### config.mk
export PLATFORM = sky130hd
export DESIGN_NAME = mem_arbiter
export DESIGN_NICKNAME = d
export VERILOG_FILES = /design/src/rtl/mem_arbiter.sv
export SDC_FILE = /design/constraint.sdc
export NUM_CORES = 1
export LEC_CHECK = 0
export CAP_MARGIN = 20
export CELL_PAD_IN_SITES_DETAIL_PLACEMENT = 1
export CELL_PAD_IN_SITES_GLOBAL_PLACEMENT = 1
export CORE_MARGIN = 1.5
export CORE_UTILIZATION = 23
export CTS_CLUSTER_DIAMETER = 120
export DETAILED_ROUTE_END_ITERATION = 16
export PLACE_DENSITY_LB_ADDON = 0.1
export REMOVE_ABC_BUFFERS = 1
export SYNTH_ARGS = -nofsm -noshare
export SYNTH_HDL_FRONTEND = slang
export SYNTH_SLANG_ARGS = --single-unit
### constraint.sdc
create_clock -name clock -period 2.3 [get_ports clock]
set_input_delay 0.46 -clock clock [delete_from_list [all_inputs] [get_ports clock]]
set_output_delay 0.46 -clock clock [all_outputs]
set_load 0.01 [all_outputs]
### src/rtl/mem_arbiter.sv
// mem_arbiter: serializes fetch, data and host accesses onto one synchronous RAM port
// and routes read data back to the owning requester after RD_LAT cycles.
module mem_arbiter #(
  parameter int AW = 12,
  parameter int DW = 16,
  parameter int RD_LAT = 1,
  parameter int HOST_MAX_WAIT = 8
) (
  input  logic          clock,
  input  logic          reset,
  input  logic          hold,
  input  logic          if_req,
  input  logic [AW-1:0] if_addr,
  output logic          if_gnt,
  output logic          if_rvalid,
  input  logic          d_req,
  input  logic          d_we,
  input  logic [AW-1:0] d_addr,
  input  logic [DW-1:0] d_wdata,
  output logic          d_gnt,
  output logic          d_rvalid,
  input  logic          h_req,
  input  logic          h_we,
  input  logic [AW-1:0] h_addr,
  input  logic [DW-1:0] h_wdata,
  output logic          h_gnt,
  output logic          h_rvalid,
  output logic [DW-1:0] rdata,
  output logic [AW-1:0] m_addr,
  output logic          m_rw,
  output logic [DW-1:0] m_data,
  input  logic [DW-1:0] m_q,
  output logic          busy
);
  localparam logic [3:0] HMW = 4'(HOST_MAX_WAIT);
  logic [3:0] cnt_q, cnt_d;
  logic [RD_LAT:0] tv_q;
  logic [1:0] to_q [RD_LAT+1];
  logic [AW-1:0] m_addr_q, m_addr_d;
  logic [DW-1:0] m_data_q, m_data_d;
  logic m_rw_q, m_rw_d;
  logic en, force_h, rd, out_v;
  logic [1:0] own;
  assign en = !hold && !reset;
  assign force_h = h_req && cnt_q == HMW;
  assign d_gnt = en && d_req && !force_h;
  assign if_gnt = en && if_req && !d_req && !force_h;
  assign h_gnt = en && h_req && (force_h || (!d_req && !if_req));
  assign rd = if_gnt || (d_gnt && !d_we) || (h_gnt && !h_we);
  assign own = d_gnt ? 2'd1 : h_gnt ? 2'd2 : 2'd0;
  // pre-reset tags must never surface, even in the reset cycle itself
  assign out_v = tv_q[RD_LAT] && !reset;
  assign if_rvalid = out_v && to_q[RD_LAT] == 2'd0;
  assign d_rvalid = out_v && to_q[RD_LAT] == 2'd1;
  assign h_rvalid = out_v && to_q[RD_LAT] == 2'd2;
  assign busy = |tv_q;
  assign rdata = m_q;
  assign m_addr = m_addr_q;
  assign m_rw = m_rw_q;
  assign m_data = m_data_q;
  always_comb begin
    m_addr_d = d_gnt ? d_addr : h_gnt ? h_addr : if_gnt ? if_addr : m_addr_q;
    m_rw_d = (d_gnt && d_we) || (h_gnt && h_we);
    m_data_d = d_gnt ? d_wdata : h_gnt ? h_wdata : m_data_q;
    cnt_d = hold ? cnt_q : (h_gnt || !h_req) ? 4'd0 : (cnt_q == HMW) ? cnt_q : cnt_q + 4'd1;
  end
  always_ff @(posedge clock) begin
    if (reset) begin
      cnt_q <= '0;
      tv_q <= '0;
      m_addr_q <= '0;
      m_rw_q <= 1'b0;
      m_data_q <= '0;
    end else begin
      cnt_q <= cnt_d;
      tv_q <= {tv_q[RD_LAT-1:0], rd};
      m_addr_q <= m_addr_d;
      m_rw_q <= m_rw_d;
      m_data_q <= m_data_d;
    end
  end
  always_ff @(posedge clock) begin
    to_q[0] <= own;
    for (int i = 1; i <= RD_LAT; i++) to_q[i] <= to_q[i-1];
  end
endmodule

==> Word level (Yosys, flattened, before mapping) <==
Memory sizes are Yosys's and may differ from the RTL's.
Cells that the tools add are included.
{ "totals": {"ff_bits": 35, "ram_bits": 4, "input_bits": 92, "out_inout_bits": 52, "word_cells": 57, "memories": 1} }
{ "op_classes": {"n_addsub": 1, "n_eq_ne": 4, "mux": 9, "n_bitwise": 1, "n_reduce_logical": 36} }
{ "mem_list": {"columns": ["memory", "words", "word_bits", "read_ports", "rd_ports_with_merged_regs", "wr", "line", "source"], "rows": [
  ["to_q", 2, 2, 2, 0, 2, "38", "logic [1:0] to_q [RD_LAT+1];"]
]} }
{ "ops": {"columns": ["op", "count"], "rows": [
  ["two-way mux 12 bit", 3],
  ["two-way mux 16 bit", 2],
  ["logical AND 1 bit", 18],
  ["zero test 1 bit", 8],
  ["two-way mux 4 bit", 2],
  ["logical OR 1 bit", 5],
  ["adder 4 x 1 -> 4 bit, second input constant", 1],
  ["equality test 4 bit, second input constant", 1],
  ["two-way mux 2 bit", 2],
  ["nonzero test 3 bit", 1],
  ["equality test 2 x 1 -> 1 bit, second input constant", 1],
  ["equality test 2 bit, second input constant", 1],
  ["zero test 2 bit", 1],
  ["inequality test 2 x 1 -> 1 bit, second input constant", 1],
  ["AND reduction 2 bit", 1],
  ["nonzero test 2 bit", 1],
  ["OR reduction 2 bit", 1],
  ["NOT 1 bit", 1]
]} }

==> Longest topological paths before layout <==
{ "logic_depth": {"word_depth": 8, "depth_mapped": 8, "mapped_depth_nobuf": 6} }

==> Worst setup path after synthesis <==
No wires, ideal clock.
{ "synth_timing": {"path_type": "register to output", "startpoint": "register cnt_q[0]", "endpoint": "output h_gnt", "arrival_ns": 1.276, "required_ns": 1.840, "setup_slack_ns": 0.564, "stages_incl_launch_ff": 7, "path_buffers": 2, "path_cell_list": "dfxtp_1 > inv_1 > ha_1 > and4b_4 > o21a_1 > buf_6 > buf_8"} }
{ "synth_between": {"elab_chain_cells": 4} }
{ "synth_lines": {"columns": ["element", "line", "source"], "rows": [
  ["start, declared", "36", "logic [3:0] cnt_q, cnt_d;"],
  ["start signal, assigned", "75", "cnt_q <= cnt_d;"],
  ["equality test 4 bit", "45", "assign force_h = h_req && cnt_q == HMW;"],
  ["logical AND 1 bit", "45", null],
  ["logical OR 1 bit", "48", "assign h_gnt = en && h_req && (force_h || (!d_req && !if_req));"],
  ["logical AND 1 bit", "48", null],
  ["end, declared", "26", "output logic h_gnt,"]
]} }
Every way passes these cells.

==> Worst setup path after layout <==
{ "layout_timing": {"startpoint": "input h_req", "endpoint": "output h_gnt"} }
{ "layout_between": {"elab_chain_cells": 3, "elab_cells_between_ends": 4, "cone_classes": "reduce/logical (4)"} }
{ "layout_lines": {"columns": ["element", "line", "source"], "rows": [
  ["start, declared", "22", "input logic h_req,"],
  ["logical AND 1 bit", "45", null],
  ["logical OR 1 bit", "48", null],
  ["logical AND 1 bit *", "48", null]
]} }
Every way passes the cells marked *; elsewhere a longest branch is shown, timed or not.

==> results.sh <==
export IMPL_grt_pass1_wl_um=10700
export IMPL_hold_class="flop to flop"
export IMPL_tns_ps=0
export IMPL_max_stage_delay_ps=530
export IMPL_min_period_ps=2170
export IMPL_htree_levels=2
export IMPL_worst_pin_slew_ps=499
export IMPL_grt_pass1_vias=2086
export IMPL_place_ws_ps=-251
export IMPL_yosysTopAreaCellShare_pct=40.9
export IMPL_ctsHoldBuffers=0
export IMPL_slew_headroom_pct=66.6
export IMPL_drt_iter0_markers=96
export IMPL_yosys_area_share_simple_pct=15.7
export IMPL_crit_type="input pin to output port"
export IMPL_start_util_pct=23.4
export IMPL_setup_violations_final=0
export IMPL_fmax_mhz=460
export IMPL_powerDensity_mw_per_mm2=484
export IMPL_cap_violations=0
export IMPL_drive_gt1_share_pct=13.3
export IMPL_grt_use_total_pct=15.9
export IMPL_outcome="finished, final reports clean"
export IMPL_io_pins=144
export IMPL_clk_pin_slew_ps=70
export IMPL_ys_flop_type="dfxtp_1"
export IMPL_synth_common_cells="dfxtp_1, nor2_1, buf_4"
export IMPL_ys_warn_count=0
export IMPL_slew_violations=0
export IMPL_cp_arrival_ps=1710
export IMPL_detail_route_vias_per_cell=4.87
export IMPL_fp_dieW_um=94.1
export IMPL_rows=33
export IMPL_end_kind="output port"
export IMPL_area_growth_pct=66.5
export IMPL_cp_cell_sequence="clkdlybuf4s50_1, and4b_4, o21a_1, dlygate4sd2_1"
export IMPL_clk_insertion_delay_late_ps=290
export IMPL_cp_max_fo=4
export IMPL_synth_adder_area_share_pct=1.31
export IMPL_port_buffer_count=111
export IMPL_synthMuxAreaShare_pct=0
export IMPL_async_flop_share_pct=0
export IMPL_wirelength_um=6990
export IMPL_hold_viol=0
export IMPL_drtPass1Iterations=5
export IMPL_syn_inst=202
export IMPL_synth_edff_count=0
export IMPL_synth_xor_xnor_area_share_pct=0
export IMPL_ys_ff_latch=39
export IMPL_clock_path_buffers=2
export IMPL_cts_root_buf="clkbuf_8"
export IMPL_p_leak_nw=1.16
export IMPL_dp_hpwl_um=4990
export IMPL_finalWorstSetupSlack_ps=126
export IMPL_finalCritPeriodShare_pct=94.5
export IMPL_cts_tree="built"
export IMPL_die_h_um=94.1
export IMPL_max_vdd_ir_drop_mv=0.228
export IMPL_antennaDiodeCount=0
export IMPL_nNetsFinal=402
export IMPL_synth_area_mm2=0.00191
export IMPL_dieArea_mm2=0.00885
export IMPL_core_area_mm2=0.00813
export IMPL_drc=0
export IMPL_synth_seq_area_share_pct=40.9
export IMPL_synth_top_family_by_area="compound AO/OA/AOI/OAI gates"
export IMPL_clock_sinks=39
export IMPL_ys_types=36
export IMPL_num_vias=2017
export IMPL_postLayoutCellArea_mm2=0.00318
export IMPL_grt_overflow=0
export IMPL_avgRoutedWirePerCell_um=16.9
export IMPL_place_congestion=0.693
export IMPL_critPathTopFamily="buffers and inverters"
export IMPL_synth_most_common_cell="dfxtp_1"
export IMPL_antenna_found_initial=0
export IMPL_start_kind="input pin"
export IMPL_avgSynthCellArea_um2=9.44
export IMPL_grt_max_degree=34
export IMPL_path_buf_inv=2
export IMPL_numCtsBuffers=5
export IMPL_postPlaceCellArea_mm2=0.00309
export IMPL_cp_required_ps=1840
export IMPL_fin_skew_ps=6.47
export IMPL_synthTopCellsByArea="dfxtp_1, a222oi_1, buf_4, a221oi_2, nor2_1"
export IMPL_cp_slowest_cell="clkdlybuf4s50_1"
export IMPL_antenna_left=0
export IMPL_synth_compound_gate_area_share_pct=29.2
export IMPL_synth_top_area_cell="dfxtp_1"
export IMPL_rsz0062_at_grt="false"
## registers in the layout, summed over array words and instances (netlist names)
register and cells:
cnt_q 4, m_addr 12, m_data 16, m_rw 1, to_q 4, tv_q 2
## metrics by stage
step / power (mW) / instances / hold WS (ps) / util [%]
6_report: 1.54 / 414 / 330 / 39.0
3_5_place_dp: 1.10 / 406 / 314 / 38.0
5_1_grt: 1.63 / 414 / 334 / 39.0
3_3_place_gp: 1.09 / 406 / 311 / 38.0
4_1_cts: 1.57 / 414 / 333 / 38.9
2_1_floorplan: 0.833 / 169 / 310 / -
## worst register-to-register path, cell delays in order, from the launching register on
cell	delay, ps
dfxtp_1	380
inv_1	70
ha_1	240
and4b_4	210
buf_4	150
or2_1	250
buf_4	190
a221oi_1	300
a211oi_1	120
## cell usage in the layout (no fill, tap or decap), types with 2 or more instances in the layout
cell type	synthesis	layout
o21a_1	2	2
nor4bb_1	2	2
clkdlybuf4s50_1	0	105
o21ai_0	15	15
a221oi_1	5	5
clkbuf_1	6	2
nor2b_1	2	2
clkbuf_8	0	5
nor2_1	28	28
nand2_1	5	5
buf_4	18	20
dfxtp_1	39	39
a211oi_1	12	12
and3_1	2	2
nor3_1	4	4
inv_1	5	5
a221oi_2	7	7
a21oi_1	5	5
dlygate4sd2_1	0	5
a222oi_1	16	16
ha_1	2	2
nand3_1	4	4
## cell families after synthesis
group / after synthesis
fa+ha+maj: 2
simple gates: 57
buf+inv: 38
compound gates: 66
flops: 39
## timing repair
action | 4_1_cts | 5_1_grt
endpoints found under the setup margin | 6 | 1
resized for setup | 6 | 2
setup buffers | 0 | 0
## power by group
group	switching [mW]	internal, mW	total [mW]
Sequential	0.0148	0.703	0.718
Combinational	0.136	0.221	0.357
Clock	0.248	0.213	0.461
Total	0.399	1.14	1.54
## cell type report
type	instances	area [um2]
Sequential cell	39	781
Fill cell	938	4960
Inverter	5	18.8
Clock buffer	7	76.3
Tap cell	105	131
Multi-Input combinational cell	125	888
Timing Repair Buffer	132	1270
Clock inverter	1	5.00
## final timing paths
kind	endpoint	cells past startpoint	startpoint	slack, ps
min reg2reg	to_q[0][2]	0	to_q[0][0]	330
max reg2reg	m_addr[11]	8	cnt_q[0]	280
min	to_q[0][2]	0	to_q[0][0]	330
max	h_gnt	4	h_req	130
## routing by layer
layer  share of wire (%)  GRT usage, %
met5                   0             0
met4                0.89          3.48
met3                  11          7.61
met2                  44          24.6
met1                  44          19.9
Power figures use the tool's default switching activity.
